<file path="src/rtl/fifo_param_if.sv">
// Producer/consumer bus for fifo_param. The master modport is the side that
// drives write data and read/write requests; the slave modport is the FIFO.
interface fifo_param_if #(
  parameter int unsigned WIDTH = 32,
  parameter int unsigned DEPTH = 16
);
  localparam int unsigned CW = $clog2(DEPTH + 1);

  logic             fifo_on;
  logic [WIDTH-1:0] din;
  logic             wr_en;
  logic             rd_en;
  logic [WIDTH-1:0] dout;
  logic             empty;
  logic             full;
  logic             almost_empty;
  logic             almost_full;
  logic [CW-1:0]    count;
  logic             overflow;
  logic             underflow;

  modport master (
    output fifo_on, din, wr_en, rd_en,
    input  dout, empty, full, almost_empty, almost_full, count, overflow, underflow
  );

  modport slave (
    input  fifo_on, din, wr_en, rd_en,
    output dout, empty, full, almost_empty, almost_full, count, overflow, underflow
  );
endinterface

</file>
<file path="src/rtl/fifo_param.sv">
// Parametrised single-clock FIFO with occupancy count, programmable
// almost-full/almost-empty flags and overflow/underflow error pulses.
// Define FIFO_FWFT_EN for first-word-fall-through reads; otherwise dout is
// loaded one cycle after an accepted read.
module fifo_param #(
  parameter int unsigned WIDTH         = 32,
  parameter int unsigned DEPTH         = 16,
  parameter int unsigned AFULL_THRESH  = DEPTH - 2,
  parameter int unsigned AEMPTY_THRESH = 2
) (
  input logic         clk,
  input logic         rst,
  fifo_param_if.slave bus
);
  localparam int unsigned AW = $clog2(DEPTH);
  localparam int unsigned CW = $clog2(DEPTH + 1);
  localparam logic [CW-1:0] AfullTh  = CW'(AFULL_THRESH);
  localparam logic [CW-1:0] AemptyTh = CW'(AEMPTY_THRESH);
  localparam logic [CW-1:0] DepthCnt = CW'(DEPTH);

  logic [WIDTH-1:0] mem_q [DEPTH];
  logic [AW-1:0]    wr_ptr_q, wr_ptr_d, rd_ptr_q, rd_ptr_d;
  logic [CW-1:0]    count_q, count_d;
  logic [WIDTH-1:0] dout_q, dout_d;
  logic             empty_q, empty_d, full_q, full_d;
  logic             aempty_q, aempty_d, afull_q, afull_d;
  logic             ovf_q, ovf_d, unf_q, unf_d;
  logic             wr_acc, rd_acc;

  // A write into a full FIFO is still accepted if a read frees a slot on the same edge.
  assign rd_acc = bus.fifo_on & bus.rd_en & ~empty_q;
  assign wr_acc = bus.fifo_on & bus.wr_en & (~full_q | rd_acc);

  // Next-state for pointers, occupancy, flags, error pulses and read data.
  always_comb begin
    wr_ptr_d = wr_ptr_q;
    rd_ptr_d = rd_ptr_q;
    count_d  = count_q;
    dout_d   = dout_q;

    if (wr_acc) wr_ptr_d = wr_ptr_q + AW'(1);
    if (rd_acc) rd_ptr_d = rd_ptr_q + AW'(1);

    unique case ({wr_acc, rd_acc})
      2'b10:   count_d = count_q + CW'(1);
      2'b01:   count_d = count_q - CW'(1);
      default: count_d = count_q;
    endcase

    empty_d  = (count_d == '0);
    full_d   = (count_d == DepthCnt);
    aempty_d = (count_d <= AemptyTh);
    afull_d  = (count_d >= AfullTh);
    ovf_d    = bus.fifo_on & bus.wr_en & full_q & ~rd_acc;
    unf_d    = bus.fifo_on & bus.rd_en & empty_q;

`ifdef FIFO_FWFT_EN
    // Present the head entry as it will be after this edge; bypass din when the
    // head slot is being written right now (write into an empty FIFO).
    if (count_d != '0) begin
      if (wr_acc && (wr_ptr_q == rd_ptr_d)) dout_d = bus.din;
      else                                  dout_d = mem_q[rd_ptr_d];
    end
`else
    if (rd_acc) dout_d = mem_q[rd_ptr_q];
`endif
  end

  // Storage array; contents need no reset.
  always_ff @(posedge clk) begin
    if (wr_acc) mem_q[wr_ptr_q] <= bus.din;
  end

  // State registers with asynchronous reset.
  always_ff @(posedge clk or posedge rst) begin
    if (rst) begin
      wr_ptr_q <= '0;
      rd_ptr_q <= '0;
      count_q  <= '0;
      dout_q   <= '0;
      empty_q  <= 1'b1;
      full_q   <= 1'b0;
      aempty_q <= 1'b1;
      afull_q  <= (AfullTh == '0);
      ovf_q    <= 1'b0;
      unf_q    <= 1'b0;
    end else begin
      wr_ptr_q <= wr_ptr_d;
      rd_ptr_q <= rd_ptr_d;
      count_q  <= count_d;
      dout_q   <= dout_d;
      empty_q  <= empty_d;
      full_q   <= full_d;
      aempty_q <= aempty_d;
      afull_q  <= afull_d;
      ovf_q    <= ovf_d;
      unf_q    <= unf_d;
    end
  end

  assign bus.dout         = dout_q;
  assign bus.count        = count_q;
  assign bus.empty        = empty_q;
  assign bus.full         = full_q;
  assign bus.almost_empty = aempty_q;
  assign bus.almost_full  = afull_q;
  assign bus.overflow     = ovf_q;
  assign bus.underflow    = unf_q;

endmodule

</file>
<file path="src/flat_wrapper.sv">
// flat-port wrapper written by rule: the top's interface ports become plain ports
module fifo_param_flat 
#(
  parameter int unsigned WIDTH         = 32,
  parameter int unsigned DEPTH         = 16,
  parameter int unsigned AFULL_THRESH  = DEPTH - 2,
  parameter int unsigned AEMPTY_THRESH = 2
)
  (clk, rst, bus_fifo_on, bus_din, bus_wr_en, bus_rd_en, bus_dout, bus_empty, bus_full, bus_almost_empty, bus_almost_full, bus_count, bus_overflow, bus_underflow);
  fifo_param_if #(.WIDTH(WIDTH), .DEPTH(DEPTH)) bus_i ();
  input logic clk;
  input logic rst;
  input wire logic [$bits(bus_i.fifo_on)-1:0] bus_fifo_on;
  input wire logic [$bits(bus_i.din)-1:0] bus_din;
  input wire logic [$bits(bus_i.wr_en)-1:0] bus_wr_en;
  input wire logic [$bits(bus_i.rd_en)-1:0] bus_rd_en;
  output wire logic [$bits(bus_i.dout)-1:0] bus_dout;
  output wire logic [$bits(bus_i.empty)-1:0] bus_empty;
  output wire logic [$bits(bus_i.full)-1:0] bus_full;
  output wire logic [$bits(bus_i.almost_empty)-1:0] bus_almost_empty;
  output wire logic [$bits(bus_i.almost_full)-1:0] bus_almost_full;
  output wire logic [$bits(bus_i.count)-1:0] bus_count;
  output wire logic [$bits(bus_i.overflow)-1:0] bus_overflow;
  output wire logic [$bits(bus_i.underflow)-1:0] bus_underflow;
  assign bus_i.fifo_on = bus_fifo_on;
  assign bus_i.din = bus_din;
  assign bus_i.wr_en = bus_wr_en;
  assign bus_i.rd_en = bus_rd_en;
  assign bus_dout = bus_i.dout;
  assign bus_empty = bus_i.empty;
  assign bus_full = bus_i.full;
  assign bus_almost_empty = bus_i.almost_empty;
  assign bus_almost_full = bus_i.almost_full;
  assign bus_count = bus_i.count;
  assign bus_overflow = bus_i.overflow;
  assign bus_underflow = bus_i.underflow;
  fifo_param #(.WIDTH(WIDTH), .DEPTH(DEPTH), .AFULL_THRESH(AFULL_THRESH), .AEMPTY_THRESH(AEMPTY_THRESH)) u_core (.clk(clk), .rst(rst), .bus(bus_i));
endmodule
</file>
<file path="config.mk">
export PLATFORM = sky130hd
export DESIGN_NAME = fifo_param_flat
export DESIGN_NICKNAME = d
export VERILOG_FILES = /design/src/rtl/fifo_param_if.sv /design/src/rtl/fifo_param.sv /design/src/flat_wrapper.sv
export SDC_FILE = /design/constraint.sdc
export NUM_CORES = 1
export LEC_CHECK = 0
export BUFFER_PORTS_ARGS = -buffer_cell sky130_fd_sc_hd__buf_2
export CORE_ASPECT_RATIO = 0.7
export CORE_MARGIN = 1
export CORE_UTILIZATION = 60
export CTS_CLUSTER_DIAMETER = 50
export DETAILED_ROUTE_END_ITERATION = 8
export PLACE_DENSITY = 0.78
export SLEW_MARGIN = 15
export SYNTH_ARGS = -nofsm -noshare
export SYNTH_HDL_FRONTEND = slang
export SYNTH_SLANG_ARGS = --single-unit
</file>
<file path="constraint.sdc">
create_clock -name clk -period 4.8 [get_ports clk]
set_clock_uncertainty 0.2 [all_clocks]
set_input_delay 0.72 -clock clk [delete_from_list [all_inputs] [get_ports clk]]
set_output_delay 0.72 -clock clk [all_outputs]
set_load 0.1 [all_outputs]
</file>
==> flow_summary.ini <==
[clock_network]
cts_tree = done
cts_buffers = 50
cts.repair.resized = 0
clk_pin_slew_ps = 60
insertion_delay_ps = 580
htree_levels = 2
cts.sinks = 563
clockBufferDepth = 3
post_cts_buffers = 0
holdBufCountCts = 1
clockRootBuffer = clkbuf_16

[sta]
max_freq_mhz = 324
period_needed_ps = 3090
tns_ps = 0
layout_setup_ws_ps = 1710
hold_viol_final = 0
rsz0062_at_grt = no
maxSlewHeadroom_pct = 32.4
drv_slew = 0
finalCritPeriodShare_pct = 64.3
setup_viol_count_final = 0
tightest_slew_ps = 1010
whs_ps = 203

[placement]
place_area_sq_um = 22700
gp_congestion = 0.813
dpl_worst_slack_ps = 1310
hpwl_um = 25700
io_buffer_count = 79

[synthesis]
syn_area_per_cell_sq_um = 22.3
ys.flop_type = edfxtp_1
yosys_warnings = 0
synthesis.nets = 1014
yosysMostFrequentCell = edfxtp_1
yosysSeqAreaShare_pct = 77.3
synth_seq_cells = 563
yosysTopAreaCell = edfxtp_1
netlist_top_cells_count = 512 x edfxtp_1, 128 x mux4_2, 49 x dfrtp_1, 36 x nor3_1, 33 x mux2_2
synth-edff-count = 512
syn_inst = 968
synth_cell_types = 36
yosysTopAreaCellShare_pct = 71.3
synthTopCellsByArea = edfxtp_1 71%, mux4_2 13%, dfrtp_1 5.7%, mux2_2 1.7%, a221o_1 1.5%
synth_area_sq_um = 21600
async_reset_ff_share_pct = 9.06

[floorplanning]
die_x_um = 229
core_area_sq_um = 35000
io_pins = 80
dieArea_sq_um = 36700
start_util_pct = 61.6
rows = 57
die_h_um = 161

[route]
drt-met1-wl_um = 18900
drt_iter0_markers = 1256
num_vias = 10300
remaining_drc_errors = 0
vias_per_cell = 6.50
met3WireLength_um = 4340
met2_wirelength_um = 21200
wl_per_cell_um = 28.4
antenna_left = 0
drt-total-wl_um = 45000
first_pass_iters = 5
top_layer = met4

[global_route]
track_usage_pct = 25.4
grt_pass1_wl_um = 67800
grt_pass1_vias = 10600
grt_overflow = 0
antenna_found_initial = 1
grt_max_degree = 67

[hold_path]
hold_path_class = in2reg
whs_path_depth = 3
hold_path_startpoint = bus_wr_en

[worst_setup_path]
worst_r2r_path_depth = 12
cp.arrival_ps = 3350
rr_startpoint = u_core.bus.empty
startpoint_type = flop
end_kind = flop
crit_start = u_core.bus.empty
required_ps = 5070
crit_fanout = 9
critPathKind = reg2reg

[pwr]
peakVddDrop_v = 0.000378
p_leak_nw = 7.98
powerDensity_nw_per_um2 = 601

[run_status]
status = finished, final reports clean

[layout]
antennaDiodeCount = 0
syn_to_final_growth_pct = 12.4
final_cell_area_sq_um = 24200
nets = 1123
final_layout_size_suffix_gt1_share_pct = 33.1

[job]
cap_violations = 0
==> registers in the layout, indices dropped and copies added, names as in the netlist <==
register                 cells
u_core.bus.underflow         1
u_core.bus.dout             32
u_core.bus.almost_empty      1
u_core.mem_q               512
u_core.bus.almost_full       1
u_core.bus.overflow          1
u_core.rd_ptr_q              4
u_core.bus.empty             1
u_core.bus.count             5
u_core.wr_ptr_q              4
u_core.bus.full              1
==> final cells by class <==
type | count | area [sq um]
clock inverter | 24 | 195
clock buffer | 67 | 1340
fill | 2034 | 10800
sequential | 563 | 16700
multi-input combinational | 341 | 4720
inverter | 6 | 22.5
timing repair buffer | 115 | 706
tap | 472 | 591
==> metal layers <==
| metal | up-vias | GRT usage (%) |
|---|---|---|
| met5 | - | 0 |
| met1 | 5460 | 38.6 |
| met4 | 0 | 5.61 |
| met2 | 527 | 39.1 |
| li1 | 4279 | - |
| met3 | 53 | 5.11 |
==> path summary, 6_finish.rpt <==
kind | end | slack, ps
worst max-delay path | u_core.bus.full | 1710
worst min-delay path | u_core.bus.overflow | 200
worst max register to register | u_core.bus.full | 1710
worst min register to register | u_core.bus.dout[26] | 310
max in group asynchronous | u_core.rd_ptr_q[0] | 2920
min in group asynchronous | u_core.bus.dout[28] | 470
==> worst max-delay path: stages, from the launching register on <==
cell	delay [ps]
dfstp_2	540
nand2b_1	100
a21oi_1	60
buf_4	170
inv_1	80
ha_1	350
xor2_1	190
ha_1	210
o211ai_1	110
a21o_1	200
a21oi_1	170
xor2_1	320
nor4b_1	270
==> per-stage QoR <==
step	total power, mW	instances	utilization (%)
2_1_floorplan	9.77	968	-
3_3_place_gp	10.8	1496	64.8
3_5_place_dp	10.9	1496	64.8
4_1_cts	14.6	1588	69.2
5_1_grt	15.1	1588	69.2
6_report	14.6	1588	69.2
==> power by group <==
group | switching [mW] | internal [mW]
Combinational | 2.74 | 1.72
Clock | 1.71 | 2.07
Sequential | 0.526 | 5.78
==> layout by cell type, fill, tap and decap left out, drive strengths merged, types with 2 or more instances in the layout <==
master | synthesis | routed
mux2 | 33 | 33
bufinv | 0 | 2
ha | 9 | 9
xor2 | 4 | 4
buf | 30 | 114
clkbuf | 28 | 67
nand2b | 4 | 4
nor3 | 36 | 36
nand4 | 3 | 3
nor2 | 14 | 14
xnor2 | 8 | 8
inv | 6 | 10
edfxtp | 512 | 512
o21ai | 3 | 3
a21oi | 3 | 3
dfstp | 2 | 2
and2 | 2 | 2
dfrtp | 49 | 49
clkinv | 0 | 17
mux4 | 128 | 128
nor3b | 4 | 4
mux2i | 32 | 32
nand2 | 14 | 14
a221o | 32 | 32
==> logic make-up after synthesis <==
group | count (synthesis) | share of synthesized area (%)
xor+xnor | 12 | 0.488
flops | 563 | 77.3
simple gates | 84 | 1.97
mux | 193 | 16.6
compound gates | 43 | 1.82
buf+inv | 64 | 1.37
fa+ha+maj | 9 | 0.522
Note: power is estimated with default switching activity, not from simulation.
